File: config.mk
export PLATFORM = sky130hd
export DESIGN_NAME = msnw_rx_slave
export DESIGN_NICKNAME = d
export VERILOG_FILES = /design/src/rtl/msnw_pkg.sv /design/src/rtl/msnw_sync_fifo.sv /design/src/rtl/msnw_rx_slave.sv
export SDC_FILE = /design/constraint.sdc
export NUM_CORES = 1
export LEC_CHECK = 0
export BUFFER_PORTS_ARGS = -buffer_cell sky130_fd_sc_hd__buf_4
export CELL_PAD_IN_SITES_DETAIL_PLACEMENT = 1
export CELL_PAD_IN_SITES_GLOBAL_PLACEMENT = 2
export CORE_ASPECT_RATIO = 1.2
export CORE_MARGIN = 2
export CORE_UTILIZATION = 42
export DETAILED_ROUTE_END_ITERATION = 7
export GPL_TIMING_DRIVEN = 0
export PLACE_DENSITY_LB_ADDON = 0.1
export SYNTH_ARGS = -nofsm -noshare
export SYNTH_HDL_FRONTEND = slang
export SYNTH_SLANG_ARGS = --single-unit
File: constraint.sdc
create_clock -name clk -period 5.7 [get_ports clk]
set_clock_uncertainty 0.1 [all_clocks]
set_input_delay 1.71 -clock clk [delete_from_list [all_inputs] [get_ports clk]]
set_output_delay 1.71 -clock clk [all_outputs]
set_load 0.05 [all_outputs]
File: src/rtl/msnw_pkg.sv
// Shared MSNW definitions: default packet width, packet type and parity helper.
package msnw_pkg;

    localparam int unsigned MSNW_PKT_WIDTH_DFLT = 64;

    typedef logic [MSNW_PKT_WIDTH_DFLT-1:0] msnw_pkt_t;

    // Even parity over the whole packet, parity bit included.
    function automatic logic msnw_parity_ok(input msnw_pkt_t pkt);
        return ~(^pkt);
    endfunction

endpackage

File: src/rtl/msnw_sync_fifo.sv
// First-word-fall-through synchronous FIFO; a push into a full FIFO is accepted
// only when a pop happens in the same cycle.
module msnw_sync_fifo #(
    parameter int unsigned WIDTH = 64,
    parameter int unsigned DEPTH = 8
) (
    input  logic                       clk,
    input  logic                       rstb,
    input  logic                       push,
    input  logic [WIDTH-1:0]           wdata,
    input  logic                       pop,
    output logic [WIDTH-1:0]           rdata_c,
    output logic                       full_c,
    output logic                       empty_c,
    output logic [$clog2(DEPTH):0]     level,
    output logic [$clog2(DEPTH):0]     level_nxt_c
);

    localparam int unsigned PTR_W = $clog2(DEPTH);
    localparam int unsigned LVL_W = PTR_W + 1;

    logic [WIDTH-1:0] mem [DEPTH];
    logic [PTR_W-1:0] wr_ptr;
    logic [PTR_W-1:0] rd_ptr;
    logic             push_ok_c;
    logic             pop_ok_c;

    always_comb begin
        full_c      = (level == LVL_W'(DEPTH));
        empty_c     = (level == '0);
        pop_ok_c    = pop & ~empty_c;
        push_ok_c   = push & (~full_c | pop_ok_c);
        level_nxt_c = level + LVL_W'(push_ok_c) - LVL_W'(pop_ok_c);
        rdata_c     = mem[rd_ptr];
    end

    // Pointers wrap naturally because DEPTH is a power of two.
    always_ff @(posedge clk or negedge rstb) begin
        if (!rstb) begin
            wr_ptr <= '0;
            rd_ptr <= '0;
            level  <= '0;
        end else begin
            if (push_ok_c) wr_ptr <= wr_ptr + PTR_W'(1);
            if (pop_ok_c)  rd_ptr <= rd_ptr + PTR_W'(1);
            level <= level_nxt_c;
        end
    end

    always_ff @(posedge clk) begin
        if (push_ok_c) mem[wr_ptr] <= wdata;
    end

endmodule

File: src/rtl/msnw_rx_slave.sv
// MSNW slave receive endpoint: input stage, parity check, packet FIFO,
// xoff back-pressure and saturating error counters.
module msnw_rx_slave
    import msnw_pkg::*;
#(
    parameter int unsigned MSNW_PKT_WIDTH = MSNW_PKT_WIDTH_DFLT,
    parameter int unsigned FIFO_DEPTH     = 8,
    parameter int unsigned XOFF_SKID      = 2,
    parameter int unsigned ERR_CNT_W      = 16
) (
    input  logic                          clk,
    input  logic                          rstb,
    input  logic [MSNW_PKT_WIDTH-1:0]     msnw_pkt,
    input  logic                          valid,
    input  logic                          parity_en,
    output logic                          xoff,
    output logic                          parity_error,
    output logic [MSNW_PKT_WIDTH-1:0]     error_pkt,
    output logic [MSNW_PKT_WIDTH-1:0]     out_pkt,
    output logic                          out_valid,
    input  logic                          out_ready,
    output logic                          overflow,
    output logic [$clog2(FIFO_DEPTH):0]   level,
    output logic [ERR_CNT_W-1:0]          perr_cnt,
    output logic [ERR_CNT_W-1:0]          ovf_cnt
);

    localparam int unsigned LVL_W = $clog2(FIFO_DEPTH) + 1;
    localparam int unsigned SUM_W = LVL_W + 1;
    localparam int unsigned XOFF_THR = FIFO_DEPTH - XOFF_SKID;

    logic                      stage_v;
    logic [MSNW_PKT_WIDTH-1:0] stage_pkt;
    logic                      stage_pe;
    logic                      parity_odd_c;
    logic                      bad_c;
    logic                      good_c;
    logic                      pop_c;
    logic                      push_c;
    logic                      drop_c;
    logic                      full_c;
    logic                      empty_c;
    logic [LVL_W-1:0]          level_nxt_c;
    logic [SUM_W-1:0]          fill_nxt_c;

    // Unconditional capture: the master is not handshaked, only throttled by xoff.
    always_ff @(posedge clk or negedge rstb) begin
        if (!rstb) begin
            stage_v   <= 1'b0;
            stage_pkt <= '0;
            stage_pe  <= 1'b0;
        end else begin
            stage_v   <= valid;
            stage_pkt <= msnw_pkt;
            stage_pe  <= parity_en;
        end
    end

    generate
        if (MSNW_PKT_WIDTH == MSNW_PKT_WIDTH_DFLT) begin : g_pkg_parity
            assign parity_odd_c = ~msnw_parity_ok(msnw_pkt_t'(stage_pkt));
        end else begin : g_raw_parity
            assign parity_odd_c = ^stage_pkt;
        end
    endgenerate

    always_comb begin
        bad_c      = stage_v & stage_pe & parity_odd_c;
        good_c     = stage_v & ~bad_c;
        pop_c      = out_valid & out_ready;
        push_c     = good_c & (~full_c | pop_c);
        drop_c     = good_c & full_c & ~pop_c;
        out_valid  = ~empty_c;
        fill_nxt_c = SUM_W'(level_nxt_c) + SUM_W'(valid);
    end

    msnw_sync_fifo #(
        .WIDTH (MSNW_PKT_WIDTH),
        .DEPTH (FIFO_DEPTH)
    ) u_fifo (
        .clk         (clk),
        .rstb        (rstb),
        .push        (push_c),
        .wdata       (stage_pkt),
        .pop         (pop_c),
        .rdata_c     (out_pkt),
        .full_c      (full_c),
        .empty_c     (empty_c),
        .level       (level),
        .level_nxt_c (level_nxt_c)
    );

    // Status pulses, error capture and saturating counters.
    always_ff @(posedge clk or negedge rstb) begin
        if (!rstb) begin
            xoff         <= 1'b0;
            parity_error <= 1'b0;
            error_pkt    <= '0;
            overflow     <= 1'b0;
            perr_cnt     <= '0;
            ovf_cnt      <= '0;
        end else begin
            xoff         <= (fill_nxt_c >= SUM_W'(XOFF_THR));
            parity_error <= bad_c;
            overflow     <= drop_c;
            if (bad_c) error_pkt <= stage_pkt;
            if (bad_c && (perr_cnt != '1)) perr_cnt <= perr_cnt + ERR_CNT_W'(1);
            if (drop_c && (ovf_cnt != '1)) ovf_cnt <= ovf_cnt + ERR_CNT_W'(1);
        end
    end

endmodule

==> Implementation_results.wiki <==
{| class="wikitable"
! Metric !! Value
|-
| Worst hold path class || reg2reg
|-
| Final Max Slew Viols || 0
|-
| Buffers from clock root to sink, at most || 3
|-
| Global-route wire length before repair || 92.1 mm
|-
| Count of buffer and inverter cells on the critical path || 3
|-
| Overflow after GRT || 0
|-
| Cell variety after synth || 33
|-
| Routed via count || around 13000
|-
| Number of global-route vias before repair || ~14000
|-
| Core area || about 62000 sq um
|-
| Startpoint of the most critical setup path || u_fifo.rd_ptr[0]$_DFFE_PN0P_
|-
| Most used standard cells in the synthesized netlist || edfxtp_1, dfrtp_1, mux4_2, mux2_2, xnor2_1
|-
| Placer congestion estimate || between 0.7 and 0.8
|-
| Post-CTS Setup Repair Bufs || 0
|-
| Antenna Cells || 0
|-
| Max Cap Viol || 0
|-
| Routed WL || slightly above 60 mm
|-
| Via-to-Cell Ratio || 5.17
|-
| Routed wl met2 || slightly above 30 mm
|-
| Post-route clock period utilization || between 90% and 100%
|-
| Clock tree from TritonCTS || built
|-
| Transition time at the pin with the least slew margin || ~1.0 ns
|-
| Power per cell area || just over 600 nW/um^2
|-
| Time the final worst path needs with I/O delays and setup || 5.46 ns
|-
| Cell type of the slowest stage on the worst timing path || clkdlybuf4s15_1
|-
| Total number of nets in the final design || roughly 1700
|-
| Count of input and output buffers || approximately 240
|-
| Longest individual stage delay on the worst path || 0.88 ns
|-
| Critical-path maximum fanout || 10
|-
| Origin of the worst min-delay path || ovf_cnt[13]$_DFFE_PN0P_
|-
| DP HPWL || between 30 and 40 mm
|-
| Amount of wire on met3 after detailed routing || roughly 3.3 mm
|-
| Count leader, synth || edfxtp_1
|-
| Synthesis Warnings || 0
|-
| Crit path max-delay family || buffers and inverters
|-
| Maximum vdd drop || around 0.00034 V
|-
| Worst Path Required || 3.89 ns
|-
| Largest cells by area after synthesis || edfxtp_1, dfrtp_1, mux4_2
|-
| Crit path capture type || output port
|-
| Critical path cell sequence || clkbuf_1 -> clkdlybuf4s15_1 -> mux4_2 -> mux2_2 -> buf_4
|-
| Sequential share of the synthesized area || 75.7%
|-
| Ys flop type || edfxtp_1
|-
| Synth top area share || about three fifths
|-
| PnR Total Power || 19.9 mW
|-
| Routed met1 length || 25.7 mm
|-
| CTS Sinks || between 600 and 700
|-
| FF+latch count, synth || around 690
|-
| First-iteration detailed-routing DRC count || ~650
|-
| Clk slew on worst S/H paths || 0.06 ns
|-
| Result of the run || complete, no violations
|-
| Critical path arrival || 3.65 ns
|-
| Yosys top cell by area || edfxtp_1
|-
| DRT antenna net count || 0
|-
| Setup-failing EPs final || 0
|-
| Core Rows || 100
|-
| Number of antenna violations at the first check in global routing || 1
|-
| Detailed-routing iteration count for the pre-antenna-repair pass || 5
|-
| All-Layer GR Usage || 19.5%
|-
| Level count of the clock H-tree || 3
|-
| Clock insertion delay at the later pin of the skew report || approximately 0.6 ns
|-
| Final hold violations || 0
|-
| Number of cells produced by synthesis || around 1200
|-
| # IOs || around 240
|-
| Inserted Clock Buffers || 73
|-
| Share of final-layout standard cells stronger than drive strength 1 || between 40% and 50%
|-
| Type of the worst setup path || reg2out
|-
| Wirelength per Cell || approximately 25 microns
|-
| Highest layer used for signal routing || met4
|-
| Nets in the synthesized netlist || between 1000 and 1500
|-
| Share of flip-flops with an asynchronous set or reset after synthesis || between 20% and 30%
|-
| Area growth syn-to-layout || 22.5%
|-
| Startpoint kind of the worst setup timing path || register
|-
| Number of fillers in the final layout || approximately 5600
|-
| Worst r2r src || stage_pkt[51]$_DFF_PN0_
|-
| Top achievable clock speed || 183 MHz
|-
| Maximum number of pins on one net before global-route repair || 102
|-
| Leakage power of the design || roughly 12 nW
|-
| CTS root buf || clkbuf_16
|-
| Area of the mapped netlist || 26100 sq um
|-
| Final core area utilization || between 50 and 60%
|-
| Starting Density || 42.2%
|-
| DRC violation count after routing || 0
|-
| Die Height || about 280 microns
|-
| Die span in x || about 230 microns
|-
| Unrepaired setup endpoints after global routing || no
|-
| Number of enable-type register cells in the synthesized netlist || 512
|-
| Rel. slew slack || a little under a third
|-
| Die Area || 64200 sq um
|-
| Post-Synthesis Mean Instance Area || approximately 21 sq um
|}
[metal layers]
layer,global-route usage (%),vias up
met5,0,-
met4,4.78,0
met3,4.68,76
met2,32.6,272
met1,25.7,6769
li1,-,5549
[placed cells by master (no fill, tap or decap), types with 6 or more instances in the layout]
cell type  synthesis  layout
clkbuf_1          21      40
buf_6              5      28
clkbuf_8           0       7
nand3_1           18      18
buf_1             17      16
nand4_1           11      11
xor2_1            14      14
dfrtp_1          175     175
clkinv_1           0       8
clkinv_2           0      10
nor2_1             6       6
buf_4              0     235
inv_1              9       9
buf_8              0      20
nand2_1           11      11
edfxtp_1         512     512
mux2_2           121     121
and2_1            10      10
mux4_2           128     128
xnor2_1           84      84
clkbuf_16          0      75
buf_2              7       7
mux2_4            12      12
ha_1              12      12
and3_1            19      17
[through the flow]
step	setup slack (ns)	area (sq um)	hold WS, ns	TNS (ns)	cells
4_1_cts	0.0338	32000	0.402	0	2448
3_3_place_gp	-5.63	28900	0.382	-2304.34	2268
3_5_place_dp	0.670	29600	0.388	0	2313
5_1_grt	0.0174	32000	0.417	0	2448
2_1_floorplan	-0.641	26100	0.423	-238.52	1216
6_report	0.244	32000	0.399	0	2448
[final timing paths]
path | slack (ns) | cells past startpoint | end
setup / recovery | 0.24 | 5 | out_pkt[8]
max in group asynchronous | 3.49 | 2 | error_pkt[16]$_DFFE_PN0P_
setup reg to reg | 0.86 | 15 | u_fifo.mem[3][43]$_DFFE_PP_
hold reg to reg | 0.40 | 1 | ovf_cnt[13]$_DFFE_PN0P_
min in group asynchronous | 0.98 | 1 | error_pkt[51]$_DFFE_PN0P_
hold / removal | 0.40 | 1 | ovf_cnt[13]$_DFFE_PN0P_
[flip-flops by register name, summed over array words and instances (netlist names), 3 cells and up]
name / cells
u_fifo.wr_ptr: 3
error_pkt: 64
perr_cnt: 16
u_fifo.mem: 512
ovf_cnt: 16
stage_pkt: 64
u_fifo.rd_ptr: 3
u_fifo.level: 4
[layout make-up]
cell class	instances	area, sq um	area share (%)
timing repair buffer	281	2410	7.53
multi-input combinational	470	6140	19.2
tap	816	1020	3.19
inverter	9	33.8	0.106
sequential	687	19800	61.8
clock inverter	34	322	1.01
clock buffer	101	2040	6.40
buffer	50	240	0.752
[power by group]
part           total (mW)  leakage, nW  switching [mW]  internal, mW
Sequential           6.76         6.76           0.382          6.37
Combinational        8.45         3.60            5.25          3.20
Clock                4.68         1.15            1.96          2.71
Total                19.9         11.5            7.60          12.3
[what timing repair did]
item                                    in CTS  in global routing
hold buffers                                 0                  0
hold endpoints to repair                     0                  0
endpoints found under the setup margin       0                  1
resized for setup                            0                  1
[cell families (layout without fill, tap and decap cells)]
kind of cell / Yosys count / in the layout / share of synthesized area (%)
and+or+nand+nor: 91 / 91 / 2.20
xor gates and xnor gates: 98 / 98 / 3.29
AOI/OAI and AO/OA: 7 / 7 / 0.192
buffers and inverters: 59 / 475 / 1.03
adders and majority gates: 13 / 13 / 0.652
DFF: 687 / 687 / 75.7
muxes: 261 / 261 / 17.0
Note: power is estimated with default switching activity, not from simulation.
